**src/rtl/mmio_pkg.sv**
```systemverilog
// Shared definitions for the MMIO/memory controller and anything that decodes its address map.
package mmio_pkg;

  typedef enum logic {
    IDLE  = 1'b0,
    IO_WR = 1'b1
  } state_t;

  localparam logic [15:0] IO_BASE_DEFAULT = 16'h2000;
  localparam int          CH_W            = 4;

endpackage

```
**src/rtl/mmio_decode.sv**
```systemverilog
// Address decode: flags the MMIO window [IO_BASE, IO_BASE+NUM_CH) and yields the channel index.
module mmio_decode
  import mmio_pkg::*;
#(
  parameter int            AW      = 16,
  parameter int            NUM_CH  = 4,
  parameter logic [AW-1:0] IO_BASE = AW'(IO_BASE_DEFAULT)
) (
  input  logic [AW-1:0]   addr,
  output logic            is_io,
  output logic [CH_W-1:0] ch
);

  // One extra bit so addresses below IO_BASE cannot wrap into the window.
  logic [AW:0] off;

  assign off   = {1'b0, addr} - {1'b0, IO_BASE};
  assign is_io = (addr >= IO_BASE) && (off < (AW+1)'(NUM_CH));
  assign ch    = off[CH_W-1:0];

endmodule

```
**src/rtl/mmio_mem_controller.sv**
```systemverilog
// CPU data/instruction port controller: main block RAM, registered read return,
// stalled posted writes to NUM_CH MMIO channels with timeout and sticky error.
//
// state | meaning
// IDLE  | accept CPU accesses; memory ops and IO reads complete without stall
// IO_WR | io_wr_valid held on latched channel until ready or timeout; CPU stalled
module mmio_mem_controller
  import mmio_pkg::*;
#(
  parameter int            DW      = 16,
  parameter int            AW      = 16,
  parameter int            IW      = 18,
  parameter int            NUM_CH  = 4,
  parameter logic [AW-1:0] IO_BASE = AW'(IO_BASE_DEFAULT),
  parameter int            TIMEOUT = 15
) (
  input  logic                 clk,
  input  logic                 reset,
  input  logic                 cpu_req,
  input  logic                 cpu_wr_en,
  input  logic [AW-1:0]        cpu_addr,
  input  logic [DW-1:0]        cpu_wdata,
  output logic [DW-1:0]        cpu_rdata,
  output logic                 cpu_rvalid,
  output logic                 cpu_stall,
  input  logic [AW-1:0]        cpu_iaddr,
  output logic [IW-1:0]        cpu_instr,
  output logic [AW-1:0]        mem_iaddr,
  input  logic [IW-1:0]        mem_instr,
  output logic [AW-1:0]        mem_addr,
  output logic [DW-1:0]        mem_wdata,
  output logic                 mem_wr_en,
  input  logic [DW-1:0]        mem_rdata,
  output logic [DW-1:0]        io_wdata,
  output logic [NUM_CH-1:0]    io_wr_valid,
  input  logic [NUM_CH-1:0]    io_wr_ready,
  input  logic [NUM_CH*DW-1:0] io_status,
  output logic                 io_err,
  output logic [CH_W-1:0]      io_err_ch
);

  localparam int CW = $clog2(TIMEOUT + 1);

  if (NUM_CH < 1 || NUM_CH > 16) begin : g_bad_num_ch
    $error("mmio_mem_controller: NUM_CH must be 1..16");
  end
  if (TIMEOUT < 1) begin : g_bad_timeout
    $error("mmio_mem_controller: TIMEOUT must be >= 1");
  end
  if (64'(IO_BASE) + 64'(NUM_CH) > (64'd1 << AW)) begin : g_bad_io_base
    $error("mmio_mem_controller: MMIO window wraps past the address space");
  end

  state_t          state, state_next;
  logic            is_io;
  logic [CH_W-1:0] ch, ch_q;
  logic [CW-1:0]   cnt;
  logic [DW-1:0]   wdata_q, rdata_q, status_sel;
  logic            rvalid_q, rd_mem_q, retire_q;
  logic            idle, accept_rd, accept_io_wr, drop;

  mmio_decode #(.AW(AW), .NUM_CH(NUM_CH), .IO_BASE(IO_BASE)) u_decode (
    .addr  (cpu_addr),
    .is_io (is_io),
    .ch    (ch)
  );

  assign cpu_instr = mem_instr;
  assign mem_iaddr = cpu_iaddr;
  assign mem_addr  = cpu_addr;
  assign mem_wdata = cpu_wdata;
  assign io_wdata  = wdata_q;

  // The cycle after IO_WR carries the CPU's still-held write; it retires there, not re-issued.
  assign idle         = (state == IDLE) && !retire_q;
  assign accept_rd    = idle && cpu_req && !cpu_wr_en;
  assign accept_io_wr = idle && cpu_req && cpu_wr_en && is_io;
  assign mem_wr_en    = idle && cpu_req && cpu_wr_en && !is_io;

  assign cpu_stall  = (state == IO_WR) || accept_io_wr;
  assign cpu_rvalid = rvalid_q && !cpu_stall;
  assign cpu_rdata  = rd_mem_q ? mem_rdata : rdata_q;

  always_comb begin
    state_next  = state;
    io_wr_valid = '0;
    status_sel  = '0;
    drop        = 1'b0;
    for (int k = 0; k < NUM_CH; k++) begin
      if (ch == CH_W'(k)) status_sel = io_status[k*DW +: DW];
      if (state == IO_WR && ch_q == CH_W'(k)) io_wr_valid[k] = 1'b1;
    end
    case (state)
      IDLE: if (accept_io_wr) state_next = IO_WR;
      IO_WR: begin
        if (|(io_wr_ready & io_wr_valid)) begin
          state_next = IDLE;
        end else if (cnt == CW'(TIMEOUT - 1)) begin
          state_next = IDLE;
          drop       = 1'b1;
        end
      end
      default: state_next = IDLE;
    endcase
  end

  always_ff @(posedge clk) begin
    if (reset) begin
      state     <= IDLE;
      cnt       <= '0;
      ch_q      <= '0;
      wdata_q   <= '0;
      rdata_q   <= '0;
      rvalid_q  <= 1'b0;
      rd_mem_q  <= 1'b0;
      retire_q  <= 1'b0;
      io_err    <= 1'b0;
      io_err_ch <= '0;
    end else begin
      state    <= state_next;
      retire_q <= (state == IO_WR) && (state_next == IDLE);
      cnt      <= (state == IO_WR) ? cnt + CW'(1) : '0;
      if (accept_io_wr) begin
        ch_q    <= ch;
        wdata_q <= cpu_wdata;
      end
      if (drop) begin
        io_err <= 1'b1;
        if (!io_err) io_err_ch <= ch_q;
      end
      // A read return colliding with a write stall is parked until the stall clears.
      if (rvalid_q && cpu_stall) begin
        rdata_q  <= cpu_rdata;
        rd_mem_q <= 1'b0;
      end else begin
        rvalid_q <= accept_rd;
        rd_mem_q <= accept_rd && !is_io;
        if (accept_rd && is_io) rdata_q <= status_sel;
      end
    end
  end

endmodule

```
**config.mk**
```make
export PLATFORM = sky130hd
export DESIGN_NAME = mmio_mem_controller
export DESIGN_NICKNAME = d
export VERILOG_FILES = /design/src/rtl/mmio_pkg.sv /design/src/rtl/mmio_decode.sv /design/src/rtl/mmio_mem_controller.sv
export SDC_FILE = /design/constraint.sdc
export NUM_CORES = 1
export LEC_CHECK = 0
export ABC_CLOCK_PERIOD_IN_PS = 6800
export CORE_AREA = 2 2 101 103
export CTS_CLUSTER_DIAMETER = 50
export DETAILED_ROUTE_END_ITERATION = 12
export DIE_AREA = 0 0 103 105
export PLACE_DENSITY = 0.82
export SKIP_CTS_REPAIR_TIMING = 1
export SYNTH_ARGS = -nofsm -noshare
export SYNTH_HDL_FRONTEND = slang
export SYNTH_SLANG_ARGS = --single-unit
```
**constraint.sdc**
```tcl
create_clock -name clk -period 6.8 [get_ports clk]
set_input_delay 1.36 -clock clk [delete_from_list [all_inputs] [get_ports clk]]
set_output_delay 1.36 -clock clk [all_outputs]
set_load 0.05 [all_outputs]
```
==> results.sh <==
export IMPL_ys_types=36
export IMPL_h_tree_depth=2
export IMPL_syn_nets=472
export IMPL_post_drt_wl_per_cell_um=15.9
export IMPL_powerDensity_nw_per_um2=141
export IMPL_combPwrFrac=0.267
export IMPL_rr_worst_depth=5
export IMPL_clockPowerShare=0.311
export IMPL_yosys_area_share_adder=0.0116
export IMPL_hold_path_depth=2
export IMPL_fin_cells=569
export IMPL_synth_warnings=0
export IMPL_synthXorXnorAreaFrac=0.00543
export IMPL_hp_start="io_wdata[9]"
export IMPL_drc=0
export IMPL_die_w_um=103
export IMPL_syn_area_per_cell_um2=10.2
export IMPL_power_internal_uw=498
export IMPL_min_period_ps=5640
export IMPL_path_clk_slew_ps=90
export IMPL_final_nets=592
export IMPL_layout_drive_gt1_share=0.133
export IMPL_clock_latency_ps=300
export IMPL_synthMuxAreaShare=0.250
export IMPL_power_uw=685
export IMPL_die_height_um=105
export IMPL_hold_path_end="io_wdata[9]"
export IMPL_max_freq_mhz=177
export IMPL_cap_violations=0
export IMPL_drt_pass1_iterations=4
export IMPL_die_area_um2=10800
export IMPL_diodes=0
export IMPL_io_pins=264
export IMPL_root_buffer="clkbuf_8"
export IMPL_place_ws_ps=1130
export IMPL_avgViaCountPerCell=4.86
export IMPL_clockBufferDepth=2
export IMPL_antenna_found_initial=0
export IMPL_p_sw_uw=187
export IMPL_routed_wl_mm=9.06
export IMPL_tritoncts="built"
export IMPL_endpoint_kind="primary output"
export IMPL_finalWorstSetupSlack_ps=1160
export IMPL_initial_core_util=0.334
export IMPL_grt_pass1_wl_mm=13.9
export IMPL_r2r_start="state"
export IMPL_r2r_setup_slack_ps=4520
export IMPL_num_vias=2764
export IMPL_hp_class="reg -> reg"
export IMPL_gp_congestion=0.840
export IMPL_syn_area_um2=3220
export IMPL_seqPwrFrac=0.422
export IMPL_syn_inst=315
export IMPL_setup_viol=0
export IMPL_area_delta_synth_final_pct=51.2
export IMPL_cts_sinks=49
export IMPL_overflow=0
export IMPL_critical_path_max_fanout=21
export IMPL_timing_rr_end="rdata_q[12]"
export IMPL_grt_max_degree=47
export IMPL_drv_slew=0
export IMPL_status="complete, no violations"
export IMPL_ys_seq_elements=49
export IMPL_rows=36
export IMPL_finalCritPeriodShare=0.829
export IMPL_multi_input_area_um2=1630
export IMPL_relSlewSlack=0.182
export IMPL_synth_compound_area_frac=0.0819
export IMPL_synthSimpleGateAreaFrac=0.156
export IMPL_port_buffers=195
export IMPL_final_util=0.506
export IMPL_rsz0062_at_grt="false"
export IMPL_grt_pass1_vias=2806
export IMPL_cellLeakagePower_uw=0.00174
export IMPL_dpl_cell_count=561
export IMPL_synth_top_family_by_area="multiplexers"
export IMPL_drtIter0Drc=79
export IMPL_coreArea_um2=9640
export IMPL_startpoint_type="input port"
export IMPL_path_class="in -> out"
export IMPL_final_hold_violation_count=0
export IMPL_hpwl_mm=7.16
export IMPL_crit_required_ps=5440
export IMPL_fin_setup_tns_ps=0
export IMPL_ys_seq_area_frac=0.304
export IMPL_cts_buffers=5
export IMPL_fin_worst_skew_ps=10.8
export IMPL_swShare=0.273
export IMPL_nFillCells=912
export IMPL_ant_nets=0
export IMPL_vdd_drop_max_mv=0.0789
export IMPL_tightest_slew_ps=1220
export IMPL_grt_usage=0.164
export IMPL_seq_area_um2=981
export IMPL_cp_arrival_ps=4280
-- area by class of cell --
cell class / count / area share
clock buffer: 5 / 0.0141
clock inverter: 3 / 0.00950
inverter: 3 / 0.00231
multi-input combinational: 178 / 0.335
sequential: 49 / 0.201
tap: 133 / 0.0341
timing repair buffer: 198 / 0.404
-- cell usage in the layout (no fill, tap or decap), types with 2 or more instances in the layout --
cell type and instances:
nor3b_1 4, a221oi_2 10, clkdlybuf4s50_1 194, nand2_1 5, dfxtp_1 49, mux4_1 6, a221oi_1 6, mux2_2 16
nand4_1 2, ha_1 3, nand3_1 2, inv_1 3, buf_4 3, a21oi_1 2, nor3_2 2, nor2_1 52
or2_2 2, clkbuf_8 5, nor4_4 2, nor3_1 17, nor4b_1 2, mux2i_1 22, o31ai_4 2, mux4_2 11
-- stage by stage --
step / hold slack (ps) / instance area, µm²
6_report: 494 / 4870
5_1_grt: 512 / 4870
4_1_cts: 499 / 4870
3_5_place_dp: 479 / 4760
3_3_place_gp: 440 / 4760
2_1_floorplan: 430 / 3220
-- metal layers --
layer	wire length (µm)	vias up	global-route usage
met4	150	0	0.0470
met1	3330	1281	0.164
met2	4810	162	0.321
li1	-	1303	-
met5	0	-	0
met3	767	18	0.0401
-- logic make-up (layout without fill, tap and decap cells) --
family          after synthesis  after routing
simple gates                 97             97
mux                          55             55
compound gates               21             21
fa+ha+maj                     3              3
buf+inv                      88            209
flops                        49             49
xor+xnor                      2              2
-- critical path: stages --
cell and delay [ps]:
clkdlybuf4s50_1 540, inv_1 70, ha_1 270, nor4b_1 230
nand2_1 270, nor3_2 170, buf_4 350, or2_2 200
clkdlybuf4s50_1 800
-- worst max path at each step --
stage | from | depth (start not counted) | slack (ps) | end
after floorplan | cpu_addr[13] | 7 | 2220 | cpu_rvalid
after global placement | cpu_addr[15] | 9 | 1220 | cpu_stall
after detailed placement | cpu_addr[15] | 9 | 1130 | cpu_stall
after CTS | cpu_addr[15] | 9 | 1140 | cpu_stall
after global routing | cpu_addr[15] | 9 | 1000 | cpu_stall
final | cpu_addr[15] | 9 | 1160 | cpu_stall
-- flip-flops by register name (all words and copies together), names as in the netlist --
| register | count |
|---|---|
| io_err | 1 |
| rd_mem_q | 1 |
| cnt | 4 |
| io_err_ch | 4 |
| io_wdata | 16 |
| retire_q | 1 |
| state | 1 |
| ch_q | 4 |
| rdata_q | 16 |
| rvalid_q | 1 |
-- Yosys cell counts --
library cell	n	area [µm²]
mux4_2	11	248
xnor2_1	1	8.76
dfxtp_1	49	981
ha_1	3	37.5
nand3_1	2	10.0
a21oi_1	2	10.0
mux4_1	6	158
nand2_1	5	18.8
buf_4	67	503
nand2b_1	1	6.26
nor4b_1	2	17.5
buf_2	3	15.0
a221oi_1	6	52.6
mux2_2	16	180
buf_6	4	45.0
nor3_2	1	10.0
nand4_1	2	12.5
and4b_1	1	10.0
a221oi_2	10	150
nand3b_4	1	20.0
clkbuf_1	10	37.5
nor3b_1	4	30.0
o31a_1	1	8.76
inv_1	3	11.3
o31ai_4	2	42.5
nor2_1	52	195
or3_1	1	6.26
nor4_4	2	42.5
nand3b_1	1	7.51
or2_2	2	12.5
and2_1	1	6.26
buf_1	1	3.75
and3_1	1	6.26
xor2_1	1	8.76
mux2i_1	22	220
nor3_1	18	90.1
-- power groups by stage --
stage	combinational, µW	sequential, µW	clock, µW
after floorplan	152	294	0
after global placement	182	296	0
after detailed placement	184	296	0
after CTS	185	289	224
after global routing	192	289	232
final	183	289	213
Power figures use the tool's default switching activity.
